$ cat src/rtl/logic_issue_pkg.sv
// Shared definitions for the logic issue stage: logic-unit select codes,
// decode field values and the issue-entry layout handed to the execute side.
package logic_issue_pkg;

    localparam int LOGIC_W = 3;

    localparam logic [LOGIC_W-1:0] LOGIC_AND  = 3'b000;
    localparam logic [LOGIC_W-1:0] LOGIC_OR   = 3'b001;
    localparam logic [LOGIC_W-1:0] LOGIC_XOR  = 3'b010;
    localparam logic [LOGIC_W-1:0] LOGIC_NAND = 3'b011;
    localparam logic [LOGIC_W-1:0] LOGIC_NOR  = 3'b100;

    localparam logic [1:0] DP_CLASS = 2'b00;
    localparam logic [1:0] LX_CLASS = 2'b11;

    localparam logic [3:0] OP_AND = 4'b0000;
    localparam logic [3:0] OP_EOR = 4'b0001;
    localparam logic [3:0] OP_ORR = 4'b1100;

    // Highest extension opcode that maps to a logic function (NOR).
    localparam logic [3:0] LX_OP_MAX = 4'b0100;

    typedef struct packed {
        logic [31:0]        a;
        logic [31:0]        b;
        logic [LOGIC_W-1:0] idx;
        logic [3:0]         rd;
        logic               s;
    } issue_entry_t;

    localparam int ENTRY_W = $bits(issue_entry_t);

endpackage

$ cat src/rtl/logic_issue_fifo.sv
// Synchronous FIFO with power-of-two depth; full/empty come from an
// occupancy counter so they are available straight from registers.
module logic_issue_fifo #(
    parameter int DEPTH = 2,
    parameter int WIDTH = 72
) (
    input  logic                     clk,
    input  logic                     rst_n,
    input  logic                     push,
    input  logic [WIDTH-1:0]         wdata,
    input  logic                     pop,
    output logic [WIDTH-1:0]         rdata,
    output logic [$clog2(DEPTH):0]   count,
    output logic                     full,
    output logic                     empty
);

    localparam int PTR_W = $clog2(DEPTH);
    localparam int CW    = PTR_W + 1;

    logic [WIDTH-1:0] mem [DEPTH];
    logic [PTR_W-1:0] wr_ptr;
    logic [PTR_W-1:0] rd_ptr;
    logic             do_push;
    logic             do_pop;

    assign full    = (count == CW'(DEPTH));
    assign empty   = (count == '0);
    assign do_push = push && !full;
    assign do_pop  = pop && !empty;
    assign rdata   = mem[rd_ptr];

    // Storage is never read while empty, so it carries no reset.
    always_ff @(posedge clk) begin
        if (do_push) begin
            mem[wr_ptr] <= wdata;
        end
    end

    always_ff @(posedge clk or negedge rst_n) begin
        if (!rst_n) begin
            wr_ptr <= '0;
            rd_ptr <= '0;
            count  <= '0;
        end else begin
            if (do_push) begin
                wr_ptr <= wr_ptr + PTR_W'(1);
            end
            if (do_pop) begin
                rd_ptr <= rd_ptr + PTR_W'(1);
            end
            case ({do_push, do_pop})
                2'b10:   count <= count + CW'(1);
                2'b01:   count <= count - CW'(1);
                default: count <= count;
            endcase
        end
    end

endmodule

$ cat src/rtl/logic_issue_stage.sv
// Issue stage: decodes logic-class instructions into a logic-unit select,
// queues them with their operands and counts illegal words.
module logic_issue_stage
    import logic_issue_pkg::*;
#(
    parameter int DEPTH = 2,
    parameter int CNT_W = 16
) (
    input  logic               clk,
    input  logic               rst_n,
    input  logic               in_valid,
    output logic               in_ready,
    input  logic [31:0]        in_instr,
    input  logic [31:0]        in_rn_val,
    input  logic [31:0]        in_op2_val,
    output logic               out_valid,
    input  logic               out_ready,
    output logic [31:0]        out_a,
    output logic [31:0]        out_b,
    output logic [LOGIC_W-1:0] out_logicidx,
    output logic [3:0]         out_rd,
    output logic               out_setflags,
    output logic               illegal_pulse,
    output logic [CNT_W-1:0]   illegal_count
);

    logic [3:0]         op;
    logic               legal;
    logic [LOGIC_W-1:0] idx;
    logic               accept;
    logic               push;
    logic               pop;
    logic               full;
    logic               empty;
    logic [$clog2(DEPTH):0] fifo_count;
    issue_entry_t       wr_entry;
    issue_entry_t       head;
    issue_entry_t       last_q;
    issue_entry_t       shown;

    assign op = in_instr[24:21];

    always_comb begin
        legal = 1'b0;
        idx   = LOGIC_AND;
        case (in_instr[27:26])
            DP_CLASS: begin
                case (op)
                    OP_AND:  begin legal = 1'b1; idx = LOGIC_AND; end
                    OP_ORR:  begin legal = 1'b1; idx = LOGIC_OR;  end
                    OP_EOR:  begin legal = 1'b1; idx = LOGIC_XOR; end
                    default: begin legal = 1'b0; idx = LOGIC_AND; end
                endcase
            end
            LX_CLASS: begin
                if (op <= LX_OP_MAX) begin
                    legal = 1'b1;
                    idx   = op[LOGIC_W-1:0];
                end
            end
            default: begin
                legal = 1'b0;
                idx   = LOGIC_AND;
            end
        endcase
    end

    assign accept = in_valid && in_ready;
    assign push   = accept && legal;
    assign pop    = out_valid && out_ready;

    assign wr_entry = '{a: in_rn_val, b: in_op2_val, idx: idx,
                        rd: in_instr[15:12], s: in_instr[20]};

    logic_issue_fifo #(
        .DEPTH (DEPTH),
        .WIDTH (ENTRY_W)
    ) u_fifo (
        .clk   (clk),
        .rst_n (rst_n),
        .push  (push),
        .wdata (wr_entry),
        .pop   (pop),
        .rdata (head),
        .count (fifo_count),
        .full  (full),
        .empty (empty)
    );

    // Ready depends only on registered occupancy, so a pop from full costs one bubble.
    assign in_ready  = !full;
    assign out_valid = !empty;

    always_ff @(posedge clk or negedge rst_n) begin
        if (!rst_n) begin
            last_q <= '0;
        end else if (out_valid) begin
            last_q <= head;
        end
    end

    // While empty, the data outputs keep showing the last head presented.
    assign shown        = out_valid ? head : last_q;
    assign out_a        = shown.a;
    assign out_b        = shown.b;
    assign out_logicidx = shown.idx;
    assign out_rd       = shown.rd;
    assign out_setflags = shown.s;

    always_ff @(posedge clk or negedge rst_n) begin
        if (!rst_n) begin
            illegal_pulse <= 1'b0;
            illegal_count <= '0;
        end else begin
            illegal_pulse <= accept && !legal;
            if (accept && !legal && (illegal_count != '1)) begin
                illegal_count <= illegal_count + CNT_W'(1);
            end
        end
    end

endmodule

$ cat config.mk
export PLATFORM = sky130hd
export DESIGN_NAME = logic_issue_stage
export DESIGN_NICKNAME = d
export VERILOG_FILES = /design/src/rtl/logic_issue_pkg.sv /design/src/rtl/logic_issue_fifo.sv /design/src/rtl/logic_issue_stage.sv
export SDC_FILE = /design/constraint.sdc
export NUM_CORES = 1
export LEC_CHECK = 0
export ABC_AREA = 1
export BUFFER_PORTS_ARGS = -buffer_cell sky130_fd_sc_hd__clkbuf_2
export CORE_AREA = 2 2 189 191
export CTS_BUF_LIST = sky130_fd_sc_hd__clkbuf_8
export DETAILED_ROUTE_END_ITERATION = 6
export DIE_AREA = 0 0 191 193
export MAX_ROUTING_LAYER = met4
export SYNTH_ARGS = -nofsm -noshare
export SYNTH_HDL_FRONTEND = slang
export SYNTH_SLANG_ARGS = --single-unit
$ cat constraint.sdc
create_clock -name clk -period 5.8 [get_ports clk]
set_input_delay 1.74 -clock clk [delete_from_list [all_inputs] [get_ports clk]]
set_output_delay 1.74 -clock clk [all_outputs]
set_load 0.01 [all_outputs]
==> metrics.txt <==
relative slew slack 32.2%; met3 usage 3.76%; RR Startpoint u_fifo.count[0]; Initial Util 25.5%; vias in the first global route 6194; Synth Register Bits 237; outcome complete, no violations; Final ANT Viol Nets 0; CP max FO 72; final slew viol count 0; worst slew pin tran 1.02 ns; Mapped Cells 732; Die Ht 193 um; commonest non-fill, non-tap cell in the layout clkbuf_2; placed cells 1339; met1 Use GR 16.1%; initial drt markers 275; total grt overflow 0; first-pass GRT wire length 35300 um; Hold Path Class flip-flop to flip-flop; Setup violations, final 0; Leak 4.67 nW; Total GRT Usage 13.1%; routability congestion estimate 0.864; fin crit period 4.24 ns; Setup crit start u_fifo.count[0]; final setup TNS 0 ns; maxcap violations 0; Warnings, synthesis 0; CORE AREA 35000 sq um; CTS tree yes; DRC 0; cts repair resizes 0; Sink Count 237; nets@finish 1027; Final Instance Count excl. Fillers 1419; CTS H-tree depth 2; share of post-route cells with drive strength above 1 27.3%; Reg clk slew, reported paths 0.06 ns; WL final 23700 um; largest net degree at the start of global routing 73; crit path capture out_b[20]; vias 6224; global route hottest layer met2; Reg2Reg Setup Slack 2.94 ns; Mapped Avg Cell Area 12.2 sq um; Critical Path RT 4.06 ns; met2 Track Usage GR 20.4%; Max Buffers Root-to-Sink 3; antenna violations before repair 1; hold-fix buffers at CTS 0; most frequent cells in the layout clkbuf_2, a21oi_1, edfxtp_1; later-pin clock latency in the skew report 0.56 ns; DR WL/cell 16.7 um; CP arrival 2.50 ns; Final Hold Vio Count 0; First-pass DRT Iterations 5; FF-to-FF path depth 7; Syn Nets 836; CTS Buf Count 43; Root Driver clkbuf_8; Seq/Total Area, Yosys 74.7%; Synth cell types 25; mean number of vias per cell 4.39; DIE AREA 36900 sq um; Reg-to-Reg End u_fifo.mem[0][62]; maximum achievable frequency 236 MHz; Port Buffers 169; Post-CTS Setup Bufs 0; Mapped Area 8910 sq um; pwr/cell area 526 nW/um^2; Rows 69; WS Path Type flip-flop to primary output; Ports 191; period utilisation layout 73.0%; post-route cell area 11300 sq um; Syn-to-layout area delta 26.7%; post-placement cell area 10300 sq um; Die Wd 191 um; Layout Skew 0.0122 ns; final hold slack 0.479 ns; RSZ-0062 raised after global routing false; Detailed Place HPWL 13600 um; Setup crit start kind flip-flop; maximum VDD drop 261 uV; Critical Path Sink Type primary output
## cells by family (layout without fill, tap and decap cells)
kind of cell | count (synthesis) | after routing | share of synthesized area (%)
buffers and inverters | 58 | 283 | 2.66
and+or+nand+nor | 270 | 270 | 12.5
DFF | 237 | 237 | 74.7
adders and majority gates | 4 | 4 | 0.562
AOI/OAI and AO/OA | 154 | 154 | 8.70
other | 0 | 1 | 0
xor gates and xnor gates | 9 | 9 | 0.885
## sequential cells by signal (all words and copies together), names as in the netlist
name,count
illegal_count,16
u_fifo.count,2
last_q,72
u_fifo.rd_ptr,1
u_fifo.wr_ptr,1
illegal_pulse,1
u_fifo.mem,144
## layer usage
metal  part of all wire [%]  vias up  wire length, um
met5                      0        -                0
met4                    2.0        0              476
met3                    6.9       36             1620
met2                     48      179            11300
met1                     43     3084            10300
li1                       -     2925                -
## critical path: stages (launching register included)
cell      delay, ns
dfrtp_1        0.46
nor2_4         0.13
buf_4          0.75
a21oi_1        0.07
a21oi_1        0.27
clkbuf_2       0.18
## metrics by stage
step	utilization [%]	total power, mW	setup slack, ns
after floorplan	-	3.34	1.07
after global placement	29.4	4.17	1.58
after detailed placement	29.4	4.22	1.56
after CTS	32.3	6.06	1.44
after global routing	32.3	6.33	1.34
final	32.3	5.94	1.56
## cell type report
cell class,count,area (sq um)
Clock inverter,27,270
Fill cell,3512,23700
Inverter,25,96.3
Sequential cell,237,6660
Antenna cell,1,2.50
Multi-Input combinational cell,437,2030
Clock buffer,52,716
Tap cell,461,577
Timing Repair Buffer,179,936
## where the power goes
group,switching (mW),internal (mW)
registers,0.111,2.12
clock network,0.701,1.08
logic,1.31,0.610
total,2.13,3.81
## worst min path at each step
stage / startpoint / end / slack, ns / cells after the start
after detailed placement: u_fifo.wr_ptr / u_fifo.wr_ptr / 0.46 / 2
final: u_fifo.wr_ptr / u_fifo.wr_ptr / 0.48 / 2
after global routing: u_fifo.wr_ptr / u_fifo.wr_ptr / 0.54 / 2
after CTS: u_fifo.wr_ptr / u_fifo.wr_ptr / 0.48 / 2
after floorplan: u_fifo.wr_ptr / u_fifo.wr_ptr / 0.44 / 2
after global placement: u_fifo.wr_ptr / u_fifo.wr_ptr / 0.46 / 2
## Yosys cell counts
master,count,share of area [%]
nand2_1,143,6.0
buf_1,1,0.042
nor2_2,2,0.14
clkinv_1,1,0.042
nor2_1,88,3.7
a21oi_1,147,8.3
buf_6,1,0.13
edfxtp_1,144,49
inv_2,4,0.17
xnor2_1,6,0.59
o21ai_0,6,0.34
clkbuf_1,22,0.93
nand4_4,1,0.24
nor2_4,1,0.13
buf_2,9,0.51
nand3_1,18,1.0
a21oi_2,1,0.098
nand4_1,13,0.91
xor2_1,3,0.30
dfrtp_1,93,26
inv_1,20,0.84
nand2_2,1,0.070
ha_1,4,0.56
nor3_1,1,0.056
nand3_2,2,0.22
(Power assumes the default switching activity.)
